## config.mk

```make
export PLATFORM = sky130hd
export DESIGN_NAME = apb_spi_fifo_regs
export DESIGN_NICKNAME = d
export VERILOG_FILES = /design/src/rtl/apb_spi_fifo_regs.sv
export SDC_FILE = /design/constraint.sdc
export NUM_CORES = 1
export LEC_CHECK = 0
export ABC_AREA = 1
export BUFFER_PORTS_ARGS = -buffer_cell sky130_fd_sc_hd__buf_2
export CELL_PAD_IN_SITES_DETAIL_PLACEMENT = 1
export CELL_PAD_IN_SITES_GLOBAL_PLACEMENT = 2
export CORE_AREA = 2 2 99 149
export CTS_CLUSTER_SIZE = 20
export DETAILED_ROUTE_END_ITERATION = 12
export DIE_AREA = 0 0 101 151
export GPL_ROUTABILITY_DRIVEN = 0
export PLACE_DENSITY_LB_ADDON = 0.1
export REMOVE_ABC_BUFFERS = 1
export SLEW_MARGIN = 15
export SYNTH_ARGS = -nofsm -noshare
export SYNTH_HDL_FRONTEND = slang
export SYNTH_SLANG_ARGS = --single-unit
```

## constraint.sdc

```tcl
create_clock -name PCLK -period 2.5 [get_ports PCLK]
set_input_delay 0.125 -clock PCLK [delete_from_list [all_inputs] [get_ports PCLK]]
set_output_delay 0.125 -clock PCLK [all_outputs]
set_load 0.05 [all_outputs]
```

## src/rtl/apb_spi_fifo_regs.sv

```systemverilog
// apb_spi_fifo_regs: zero-wait APB register block feeding an SPI engine through TX/RX FIFOs
module apb_spi_fifo_regs #(
  parameter int DATA_W     = 8,
  parameter int FIFO_DEPTH = 4,
  parameter int NUM_SS     = 2
) (
  input  logic              PCLK,
  input  logic              PRESET,
  input  logic              PSEL,
  input  logic              PENABLE,
  input  logic              PWRITE,
  input  logic [2:0]        PADDR,
  input  logic [15:0]       PWDATA,
  output logic [15:0]       PRDATA,
  output logic              PREADY,
  output logic              PSLVERR,
  input  logic              ss_in_n,
  input  logic              tip,
  output logic              tx_valid,
  input  logic              tx_ready,
  output logic [DATA_W-1:0] tx_data,
  input  logic              rx_valid,
  input  logic [DATA_W-1:0] rx_data,
  output logic              mstr,
  output logic              cpol,
  output logic              cpha,
  output logic              lsbfe,
  output logic              spiswai,
  output logic [2:0]        sppr,
  output logic [2:0]        spr,
  output logic [1:0]        spi_mode,
  output logic [NUM_SS-1:0] ss_n,
  output logic              spi_irq
);
  localparam int AW = $clog2(FIFO_DEPTH);
  localparam int CW = AW + 1;
  typedef enum logic [1:0] {RUN = 2'b00, WAIT = 2'b01, STOP = 2'b10} mode_t;
  mode_t             r_mode;
  logic [7:0]        r_cr1, r_cr2, r_br;
  logic [NUM_SS-1:0] r_ssr;
  logic              r_modf, r_rxovf;
  logic [DATA_W-1:0] r_tx_mem [FIFO_DEPTH];
  logic [DATA_W-1:0] r_rx_mem [FIFO_DEPTH];
  logic [AW-1:0]     r_tx_wp, r_tx_rp, r_rx_wp, r_rx_rp;
  logic [CW-1:0]     r_tx_cnt, r_rx_cnt;
  logic w_acc, w_wr, w_rd, w_dr, w_rsv, w_lock;
  logic w_tx_full, w_tx_empty, w_rx_full, w_rx_empty;
  logic w_tx_push, w_tx_pop, w_rx_in, w_rx_push, w_rx_pop;
  logic w_modf_set, w_sr_wr, w_unused;
  logic [7:0] w_sr, w_cr1_nx;
  assign w_acc      = PSEL & PENABLE;
  assign w_wr       = w_acc & PWRITE;
  assign w_rd       = w_acc & ~PWRITE;
  assign w_dr       = PADDR == 3'd5;
  assign w_rsv      = PADDR[2] & PADDR[1];
  assign w_lock     = tip & (PADDR == 3'd0 | PADDR == 3'd2);
  assign w_sr_wr    = w_wr & PADDR == 3'd3;
  assign w_tx_full  = r_tx_cnt == CW'(FIFO_DEPTH);
  assign w_tx_empty = r_tx_cnt == '0;
  assign w_rx_full  = r_rx_cnt == CW'(FIFO_DEPTH);
  assign w_rx_empty = r_rx_cnt == '0;
  assign w_tx_push  = w_wr & w_dr & ~w_tx_full;
  assign w_tx_pop   = tx_valid & tx_ready;
  assign w_rx_in    = rx_valid & r_mode != STOP;
  assign w_rx_push  = w_rx_in & ~w_rx_full;
  assign w_rx_pop   = w_rd & w_dr & ~w_rx_empty;
  assign w_modf_set = r_cr1[4] & r_cr2[4] & ~r_cr1[1] & ~ss_in_n;
  assign w_cr1_nx   = (w_wr & PADDR == 3'd0 & ~tip) ? PWDATA[7:0] : r_cr1;
  assign w_sr       = {~w_rx_empty, 1'b0, ~w_tx_full, r_modf, r_rxovf, w_tx_empty, tip, 1'b0};
  assign w_unused   = ^PWDATA;
  assign PREADY     = w_acc;
  assign PSLVERR    = w_acc & (w_rsv | (w_wr & w_dr & w_tx_full) | (w_rd & w_dr & w_rx_empty) | (w_wr & w_lock));
  assign PRDATA     = !w_rd ? '0 :
                      PADDR == 3'd0 ? 16'(r_cr1) :
                      PADDR == 3'd1 ? 16'(r_cr2) :
                      PADDR == 3'd2 ? 16'(r_br) :
                      PADDR == 3'd3 ? 16'(w_sr) :
                      PADDR == 3'd4 ? 16'(r_ssr) :
                      (w_dr & ~w_rx_empty) ? 16'(r_rx_mem[r_rx_rp]) : '0;
  assign tx_valid   = ~w_tx_empty & r_mode == RUN;
  assign tx_data    = r_tx_mem[r_tx_rp];
  assign mstr       = r_cr1[4];
  assign cpol       = r_cr1[3];
  assign cpha       = r_cr1[2];
  assign lsbfe      = r_cr1[0];
  assign spiswai    = r_cr2[1];
  assign sppr       = r_br[6:4];
  assign spr        = r_br[2:0];
  assign spi_mode   = r_mode;
  assign ss_n       = (r_cr1[4] & r_cr1[1]) ? ~r_ssr : '1;
  assign spi_irq    = (r_cr1[7] & (~w_rx_empty | r_modf | r_rxovf)) | (r_cr1[5] & ~w_tx_full);
  always_ff @(posedge PCLK) begin
    if (PRESET) begin
      r_cr1    <= 8'h04;
      r_cr2    <= '0;
      r_br     <= '0;
      r_ssr    <= '0;
      r_modf   <= 1'b0;
      r_rxovf  <= 1'b0;
      r_tx_wp  <= '0;
      r_tx_rp  <= '0;
      r_tx_cnt <= '0;
      r_rx_wp  <= '0;
      r_rx_rp  <= '0;
      r_rx_cnt <= '0;
      r_mode   <= RUN;
    end else begin
      r_cr1   <= w_modf_set ? (w_cr1_nx & 8'hEF) : w_cr1_nx;
      if (w_wr & PADDR == 3'd1) r_cr2 <= PWDATA[7:0] & 8'h1B;
      if (w_wr & PADDR == 3'd2 & ~tip) r_br <= PWDATA[7:0] & 8'h77;
      if (w_wr & PADDR == 3'd4) r_ssr <= PWDATA[NUM_SS-1:0];
      r_modf  <= w_modf_set | (r_modf & ~(w_sr_wr & PWDATA[4]));
      r_rxovf <= (w_rx_in & w_rx_full) | (r_rxovf & ~(w_sr_wr & PWDATA[3]));
      if (w_tx_push) begin
        r_tx_mem[r_tx_wp] <= PWDATA[DATA_W-1:0];
        r_tx_wp           <= r_tx_wp + 1'b1;
      end
      if (w_tx_pop) r_tx_rp <= r_tx_rp + 1'b1;
      r_tx_cnt <= r_tx_cnt + CW'(w_tx_push) - CW'(w_tx_pop);
      if (w_rx_push) begin
        r_rx_mem[r_rx_wp] <= rx_data;
        r_rx_wp           <= r_rx_wp + 1'b1;
      end
      if (w_rx_pop) r_rx_rp <= r_rx_rp + 1'b1;
      r_rx_cnt <= r_rx_cnt + CW'(w_rx_push) - CW'(w_rx_pop);
      r_mode   <= r_mode == RUN  ? (r_cr1[6] ? RUN : WAIT) :
                  r_mode == WAIT ? (r_cr1[6] ? RUN : r_cr2[1] ? STOP : WAIT) :
                                   (r_cr1[6] ? RUN : ~r_cr2[1] ? WAIT : STOP);
    end
  end
endmodule
```

== After elaboration in Yosys (flattened, before gate mapping) ==
Memories as Yosys holds them, arrays and structs flattened. A register that Yosys moved wholly into a read port is not among the register bits.
Index checks and enable logic that the tools add are counted.

* Bits in latches: 0
* Input port bits: 36
* Flip-flop bits (word level): 38
* Memories kept: 2
* Output and inout bits: 43
* Word-level logic and storage cells: 116
* Bits in read-only memories: 0
* Memory bits (writable): 64

{| class="wikitable"
|+ Memories
! name !! words !! bits a word !! read ports !! clocked after Yosys merged registers in !! wr ports !! RTL line !! RTL
|-
| r_rx_mem || 4 || 8 || 1 || 1 || 1 || 43 || <nowiki>logic [DATA_W-1:0] r_rx_mem [FIFO_DEPTH];</nowiki>
|-
| r_tx_mem || 4 || 8 || 1 || 1 || 1 || 42 || <nowiki>logic [DATA_W-1:0] r_tx_mem [FIFO_DEPTH];</nowiki>
|}

* Shift-type cells: 0
* Add/sub/neg operators: 8
* Multiplexer cells: 23
* Magnitude comparators: 0
* Bitwise logic cells: 56
* Multiply operators: 0
* Divide/modulo/power cells: 0
* Eq/ne operators: 8
* Reductions and logical operators: 5

{| class="wikitable"
|+ Operators by type and width
! cell !! number
|-
| $mux 8 || 8
|-
| $and 1x1->1 || 36
|-
| $mux 2 || 8
|-
| $eq 3x3->1 const B || 4
|-
| $not 1->1 || 10
|-
| $logic_not 3->1 || 3
|-
| $or 1x1->1 || 9
|-
| $add 2x1->2 const B || 4
|-
| $mux 1 || 7
|-
| $add 3x1->3 || 2
|-
| $eq 3x2->1 const B || 2
|-
| $sub 3x1->3 || 2
|-
| $eq 3x1->1 const B || 1
|-
| $logic_not 2->1 || 1
|-
| $ne 2x2->1 const B || 1
|-
| $not 2->2 || 1
|-
| $reduce_or 2->1 || 1
|}

== Depth between registers and ports, before layout ==
Gate-level depths: netlist of the first run.

* Depth in word-level cells: 10
* Gate-level depth with buffers: 13
* Gate-level depth less buffers: 13

== Worst setup path before layout of the first run ==
OpenSTA, ideal clock, no wires.

* Path type: flip-flop to flip-flop
* Start: register r_mode[0] (netlist: spi_mode[0])
* End: register r_rx_cnt[2]
* Setup time: 0.070 ns
* Setup slack: 0.243 ns
* Data arrival time: 2.187 ns
* Required time: 2.430 ns
* Stages on the path, launching flop included: 12
* Clock period less this slack: 2.257 ns
* Buffers on the path: 0
* Cells stage by stage: dfxtp_1 > inv_1 > a21boi_0 > nand2_1 > ha_1 > inv_1 > ha_1 > inv_1 > fa_1 > inv_1 > o21ai_0 > a21oi_1

* Word-level cells in the longest chain between the ends: 5

{| class="wikitable"
|+ Ends and longest elaborated chain
! what !! RTL line !! RTL
|-
| from (decl) || 38 || <nowiki>mode_t r_mode;</nowiki>
|-
| from (signal assigned) || 126 || <nowiki>r_mode <= r_mode == RUN ? (r_cr1[6] ? RUN : WAIT) :</nowiki>
|-
| $ne 2x2->1 || 64 || <nowiki>assign w_rx_in = rx_valid & r_mode != STOP;</nowiki>
|-
| $and 1x1->1 || 64 ||
|-
| $and 1x1->1 || 65 || <nowiki>assign w_rx_push = w_rx_in & ~w_rx_full;</nowiki>
|-
| $add 3x1->3 || 125 || <nowiki>r_rx_cnt <= r_rx_cnt + CW'(w_rx_push) - CW'(w_rx_pop);</nowiki>
|-
| $sub 3x1->3 || 125 ||
|-
| to (signal assigned) || 125 ||
|-
| to (decl) || 45 || <nowiki>logic [CW-1:0] r_tx_cnt, r_rx_cnt;</nowiki>
|}

No other way between the ends.
A chain may end at the register's enable or synchronous reset.

== Worst setup path in the final report of the first run ==
* Start: register r_rx_cnt[1]
* End: register r_rx_cnt[2]

* Elaborated cells between the ends (all ways): 8
* Classes of those cells: add/sub (2); eq/ne (1); bitwise (4); reduce/logical (1)

{| class="wikitable"
|+ RTL lines
! what !! RTL line !! RTL
|-
| $logic_not 3->1 || 61 || <nowiki>assign w_rx_empty = r_rx_cnt == '0;</nowiki>
|-
| $not 1->1 || 66 || <nowiki>assign w_rx_pop = w_rd & w_dr & ~w_rx_empty;</nowiki>
|-
| $and 1x1->1 || 66 ||
|-
| net w_rx_pop || 48 || <nowiki>logic w_tx_push, w_tx_pop, w_rx_in, w_rx_push, w_rx_pop;</nowiki>
|-
| $sub 3x1->3 || 125 ||
|}

The timed path passes the listed nets, and every way through them passes these cells.

==> metrics, run 1 <==
status completed; PortBufs 62; Critical Path RT 2780 ps; worst vdd ir 339.2 µV; Clock Power Share 33.9%; minimum clock period 2093 ps; first-pass GRT wire length 19260 µm; power per standard cell area 700.8 mW/mm²; CP Max Fanout 5; Hold WC Path Type input port to flip-flop; post-layout util 40.22%; clk buf depth 2; Die Width 101 µm; Post-synth top flop edfxtp_1; antenna-violating nets left 0; drt first pass iters 4; antenna violations before repair 0; DP Worst Slack 191.8 ps; R2R depth 12; post-route insts no fill 758; initial cell density of the core 33.73%; core area 0.01393 mm²; cts bufs inserted 9; Vias/cell 4.748; setup_tns 0 ps; WL per Instance 15.72 µm; Flop pwr share 50.0%; Total GRT Usage 16.62%; # rows 53; DRC 0; Clk pin slew, worst setup/hold paths 70 ps; internal reg-to-reg setup slack 410 ps; leakage 2.409 nW; final wirelength 11910 µm; NetSw 1.144 mW; syn_area_per_cell 9.319 µm²; CP max stage cell fa_1; initial drt markers 104; Net count, final 638; H-tree Lvls 3; CTS tree yes; Comb power frac 16.1%; Pwr Total 3.925 mW; gate count of the mapped netlist 504; worst-path cell chain nor2_1 > nand2_1 > nand2_2 > nor2_4 > ha_1 > inv_1 > ha_1 > inv_1 > fa_1 > inv_1 > o21ai_0 > a21oi_1; Post-synth EDFFs 64; reg-to-reg endpoint r_rx_cnt[2]; post-CTS setup buffer count 0; die area 0.01525 mm²; Syn-to-layout area delta 19.23%; most used cell, CP inv_1; final period utilization 83.70%; largest net degree at the start of global routing 25; Setup Crit Path Kind flip-flop to flip-flop; ant diodes 0; Synth Warn # 0; Final setup viols 0; Cell Area, Placed 0.005244 mm²; Yosys cell types 33; Crit. End Element flip-flop; Fin Hold WS 11.89 ps; DR vias 3599; Critical R2R Launch r_rx_cnt[1]; fin worst setup slack 407.4 ps; RSZ-0062 raised after global routing no; root buffer cell clkbuf_16; Clock Sinks 106; fin. max-slew vios 0; die height 151 µm; Design Area, Final 0.005600 mm²; Cell Area, Synth 0.004697 mm²; DP Wirelength 9424 µm; placed cells 734; io pins 79; Final Skew 7.214 ps; crit path launch r_rx_cnt[1]; Max Fclk 477.9 MHz; Max stage delay on crit path 360 ps; clock latency on the worst-skew pair 340 ps; #FFs+latches synth 106; GR Overflow Total 0; endpoints failing hold 0; vias in the first global route 3773; internal power 2.781 mW; CP Launch Type flip-flop; share of cells above drive strength 1 18.04%; asr flop ratio synth 0%; Critical Path Sink r_rx_cnt[2]; switching share of power 29.14%; sequential element share of the synthesized area 58.82%; Worst Path Arrival 2370 ps; Max-Cap Viols 0
-- synthesized netlist by cell type (7+ instances only) --
| cell type | n | area (µm²) |
|---|---|---|
| inv_1 | 69 | 259.0 |
| o22ai_1 | 11 | 68.82 |
| clkbuf_1 | 7 | 26.28 |
| buf_4 | 8 | 60.06 |
| edfxtp_1 | 64 | 1922 |
| ha_1 | 12 | 150.1 |
| a21oi_1 | 30 | 150.1 |
| nand2_1 | 70 | 262.8 |
| nand3_1 | 21 | 105.1 |
| nor2_1 | 79 | 296.5 |
| dfxtp_1 | 42 | 840.8 |
| o21ai_0 | 58 | 290.3 |
-- repair_timing --
action                     CTS  global route
setup endpoints to repair    0             1
hold buffers                 8             0
hold endpoints to repair    32             0
resized for setup            0             1
-- how the worst min path moves through the flow --
stage | startpoint | endpoint | depth (start not counted)
6_report | PWDATA[4] | r_tx_mem[3][4] | 1
5_1_grt | PWDATA[4] | r_tx_mem[3][4] | 1
4_1_cts | PWDATA[4] | r_tx_mem[3][4] | 1
3_5_place_dp | rx_data[4] | r_rx_mem[2][4] | 1
3_3_place_gp | rx_data[7] | r_rx_mem[3][7] | 1
2_1_floorplan | PRESET | r_rx_cnt[1] | 1
-- layout by cell type, fill, tap and decap left out, drive strengths merged, types with 4 or more instances in the layout --
cell type / count
dfxtp: 42
o22ai: 11
o21ai: 59
nor3: 4
inv: 75
clkbuf: 9
dlygate4sd3: 8
conb: 8
nand3: 22
buf: 76
nor2: 82
ha: 12
edfxtp: 64
nand2: 73
a21oi: 31
-- power groups by stage --
stage                     combinational (mW)  sequential [mW]  clock [mW]
after floorplan                        0.415             2.01           0
after global placement                 0.621             2.00           0
after detailed placement               0.635             2.00           0
after CTS                              0.648             1.96        1.37
after global routing                   0.719             1.97        1.43
final                                  0.634             1.96        1.33
-- critical path: cells and delay by family (launching register included) --
kind	cells	cell delay [ps]
buffers and inverters	3	170
DFF	1	350
and+or+nand+nor	4	540
adders and majority gates	3	770
AOI/OAI and AO/OA	2	200
-- cell families after synthesis --
logic type / after synthesis / synth area share [%]
buffers and inverters: 90 / 7.912
AOI/OAI and AO/OA: 106 / 11.99
adders and majority gates: 14 / 4.049
other: 1 / 0.07984
DFF: 106 / 58.82
xor gates and xnor gates: 2 / 0.3730
and+or+nand+nor: 185 / 16.78
-- per-layer routing --
layer / vias up / track usage [%] / wire length (µm)
li1: 1818 / - / -
met2: 54 / 31.97 / 6656
met1: 1719 / 18.48 / 4817
met5: - / 0 / 0
met4: 0 / 5.473 / 134
met3: 8 / 2.261 / 305
-- flip-flops by register name, indices dropped and copies added (netlist names), named ones only --
signal / cells
r_rx_mem: 32
r_tx_rp: 2
r_modf: 1
r_rx_cnt: 3
r_cr1: 8
r_rxovf: 1
r_rx_wp: 2
spi_mode: 2
r_br: 6
r_rx_rp: 2
r_tx_mem: 32
r_cr2: 4
r_tx_wp: 2
r_ssr: 2
r_tx_cnt: 3
-- area by class of cell --
cell class                 instances  area [µm²]
inverter                          72       270.3
timing repair buffer              84       495.5
clock inverter                     7       51.30
fill                            1647        8325
sequential                       106        2763
tap                              165       206.4
multi-input combinational        315        1589
clock buffer                       9       225.2
Power figures use the tool's default switching activity.
==> run 2: changes to the inputs <==
Clock period 2.5 ns to 2.05 ns, I/O delays scaled along.
==> metrics, run 2 (synthesis results as in run 1) <==
status completed; WL per Instance 15.85 µm (+0.85%); HP Start PWDATA[5]; Clk pin slew, worst setup/hold paths 70 ps (about the same); largest net degree at the start of global routing 26 (+4.0%); drt first pass iters 4 (unchanged); antenna violations before repair 0 (unchanged); leading cell types in the layout, fill and taps excluded 78 x nor2_1, 67 x nand2_1, 66 x inv_1; final period utilization 93.32% (+9.6 points); fillers 1634 (-0.79%); DR vias 3676 (+2.1%); die area 0.01525 mm² (unchanged); leakage 2.525 nW (+4.8%); cts bufs inserted 9 (unchanged); endpoints failing hold 0 (unchanged); Vias/cell 4.731 (-0.36%); Critical R2R Launch r_rx_cnt[0]; GR Overflow Total 0 (unchanged); biggest regs r_rx_mem (32), r_tx_mem (32), r_cr1 (8); die height 151 µm (unchanged); R2R depth 12 (unchanged); Final setup viols 0 (unchanged); WP buf/inv 4 (+1); Critical Path RT 2330 ps (-450 ps); H-tree Lvls 3 (unchanged); first-pass GRT wire length 19580 µm (+1.7%); Total GRT Usage 17.06% (+0.45 points); Clock Sinks 106 (unchanged); Max-Cap Viols 0 (unchanged); Hold WC Path Type input port to flip-flop; Crit. End Element flip-flop; clk buf depth 2 (unchanged); vias in the first global route 3817 (+1.2%); Max Fclk 522.7 MHz (+9.4%); CTS tree yes; internal reg-to-reg setup slack 140 ps (-270 ps); CP Launch Type flip-flop; fin worst setup slack 136.9 ps (-270.6 ps); DRC 0 (unchanged); initial cell density of the core 33.73% (unchanged); DP Wirelength 9744 µm (+3.4%); worst-path cell chain nor2_4 > buf_4 > nand2_2 > nand2_2 > ha_1 > inv_1 > ha_1 > inv_1 > fa_1 > inv_1 > o21ai_0 > a21oi_1; final wirelength 12320 µm (+3.4%); fin. max-slew vios 0 (unchanged); Worst Path Arrival 2190 ps (-180 ps); antenna-violating nets left 0 (unchanged); io pins 79 (unchanged); Crit path depth 12 (unchanged); Max stage delay on crit path 370 ps (about the same); core area 0.01393 mm² (unchanged); initial drt markers 89 (-14%); post-layout util 41.79% (+1.6 points); power per standard cell area 846.7 mW/mm² (+21%); crit path launch r_rx_cnt[0]; Setup Crit Path Kind flip-flop to flip-flop; # rows 53 (unchanged); ant diodes 0 (unchanged); minimum clock period 1913 ps (-179.4 ps); Top delay family on crit path adder cells; CP max stage cell fa_1; Syn-to-layout area delta 23.89%; Die Width 101 µm (unchanged); CP Max Fanout 3 (-2); DP Worst Slack 3.459 ps (-188.3 ps); Net count, final 657 (+3.0%); PortBufs 62 (unchanged); root buffer cell clkbuf_16; worst vdd ir 367.8 µV (+8.4%); Final Skew 7.355 ps (+0.1416 ps); commonest non-fill, non-tap cell in the layout nor2_1; most used cell, CP inv_1; worst hold stages 1 (unchanged); share of cells above drive strength 1 22.39% (+4.3 points); clock latency on the worst-skew pair 350 ps (about the same)
[run 2: cell types whose count changed in the layout (fill, tap and decap cells not counted), moves of 3 or more]
| cell | delta |
|---|---|
| clkinv_4 | +4 |
| inv_1 | -3 |
| buf_4 | +16 |
| nand2_1 | -3 |
| dlygate4sd3_1 | +4 |
| dfxtp_1 | -4 |
| buf_2 | -3 |
| dfxtp_2 | +3 |
[run 2: path summary, 6_finish.rpt]
check	endpoint
worst min-delay path	r_tx_mem[2][5]
worst max register to register	r_rx_cnt[2]
worst max-delay path	r_rx_cnt[2]
worst min register to register	r_rx_rp[1]
[run 2: layer usage]
metal  routed length [µm]  track usage, %
met2                 6925           32.90
met5                    0               0
met1                 4846           18.42
met3                  340           2.815
met4                  204           6.014
[run 2: timing repair]
item,in CTS,in global routing
pin swaps,0,1
gates resized for setup,3,20
hold buffers,12,0
setup endpoints to repair,4,8
setup buffers,0,2
endpoints found under the hold margin,47,0
[run 2: through the flow]
step	setup TNS [ps]	instance area [µm²]	std cells	power (mW)	hold WS [ps]
after global placement	0	5341	747	3.231	309.2
after floorplan	-430.0	4622	493	2.954	169.2
final	0	5819	777	4.927	21.16
after global routing	-2.995	5819	777	5.174	22.60
after detailed placement	0	5341	747	3.254	317.7
after CTS	0	5753	775	4.962	19.98
[run 2: where the power goes]
part | internal (mW) | total [mW] | switching [mW]
logic | 0.271 | 0.855 | 0.584
registers | 2.34 | 2.39 | 0.0495
clock network | 0.846 | 1.68 | 0.834
total | 3.46 | 4.93 | 1.47
[run 2: cell type report]
type                       instances  area (µm²)  share of cell area (%)
timing repair buffer             103       655.6                   11.27
multi-input combinational        315        1627                   27.95
clock buffer                       9       225.2                   3.870
inverter                          72       272.8                   4.687
tap                              165       206.4                   3.548
clock inverter                     7       62.56                   1.075
sequential                       106        2770                   47.60
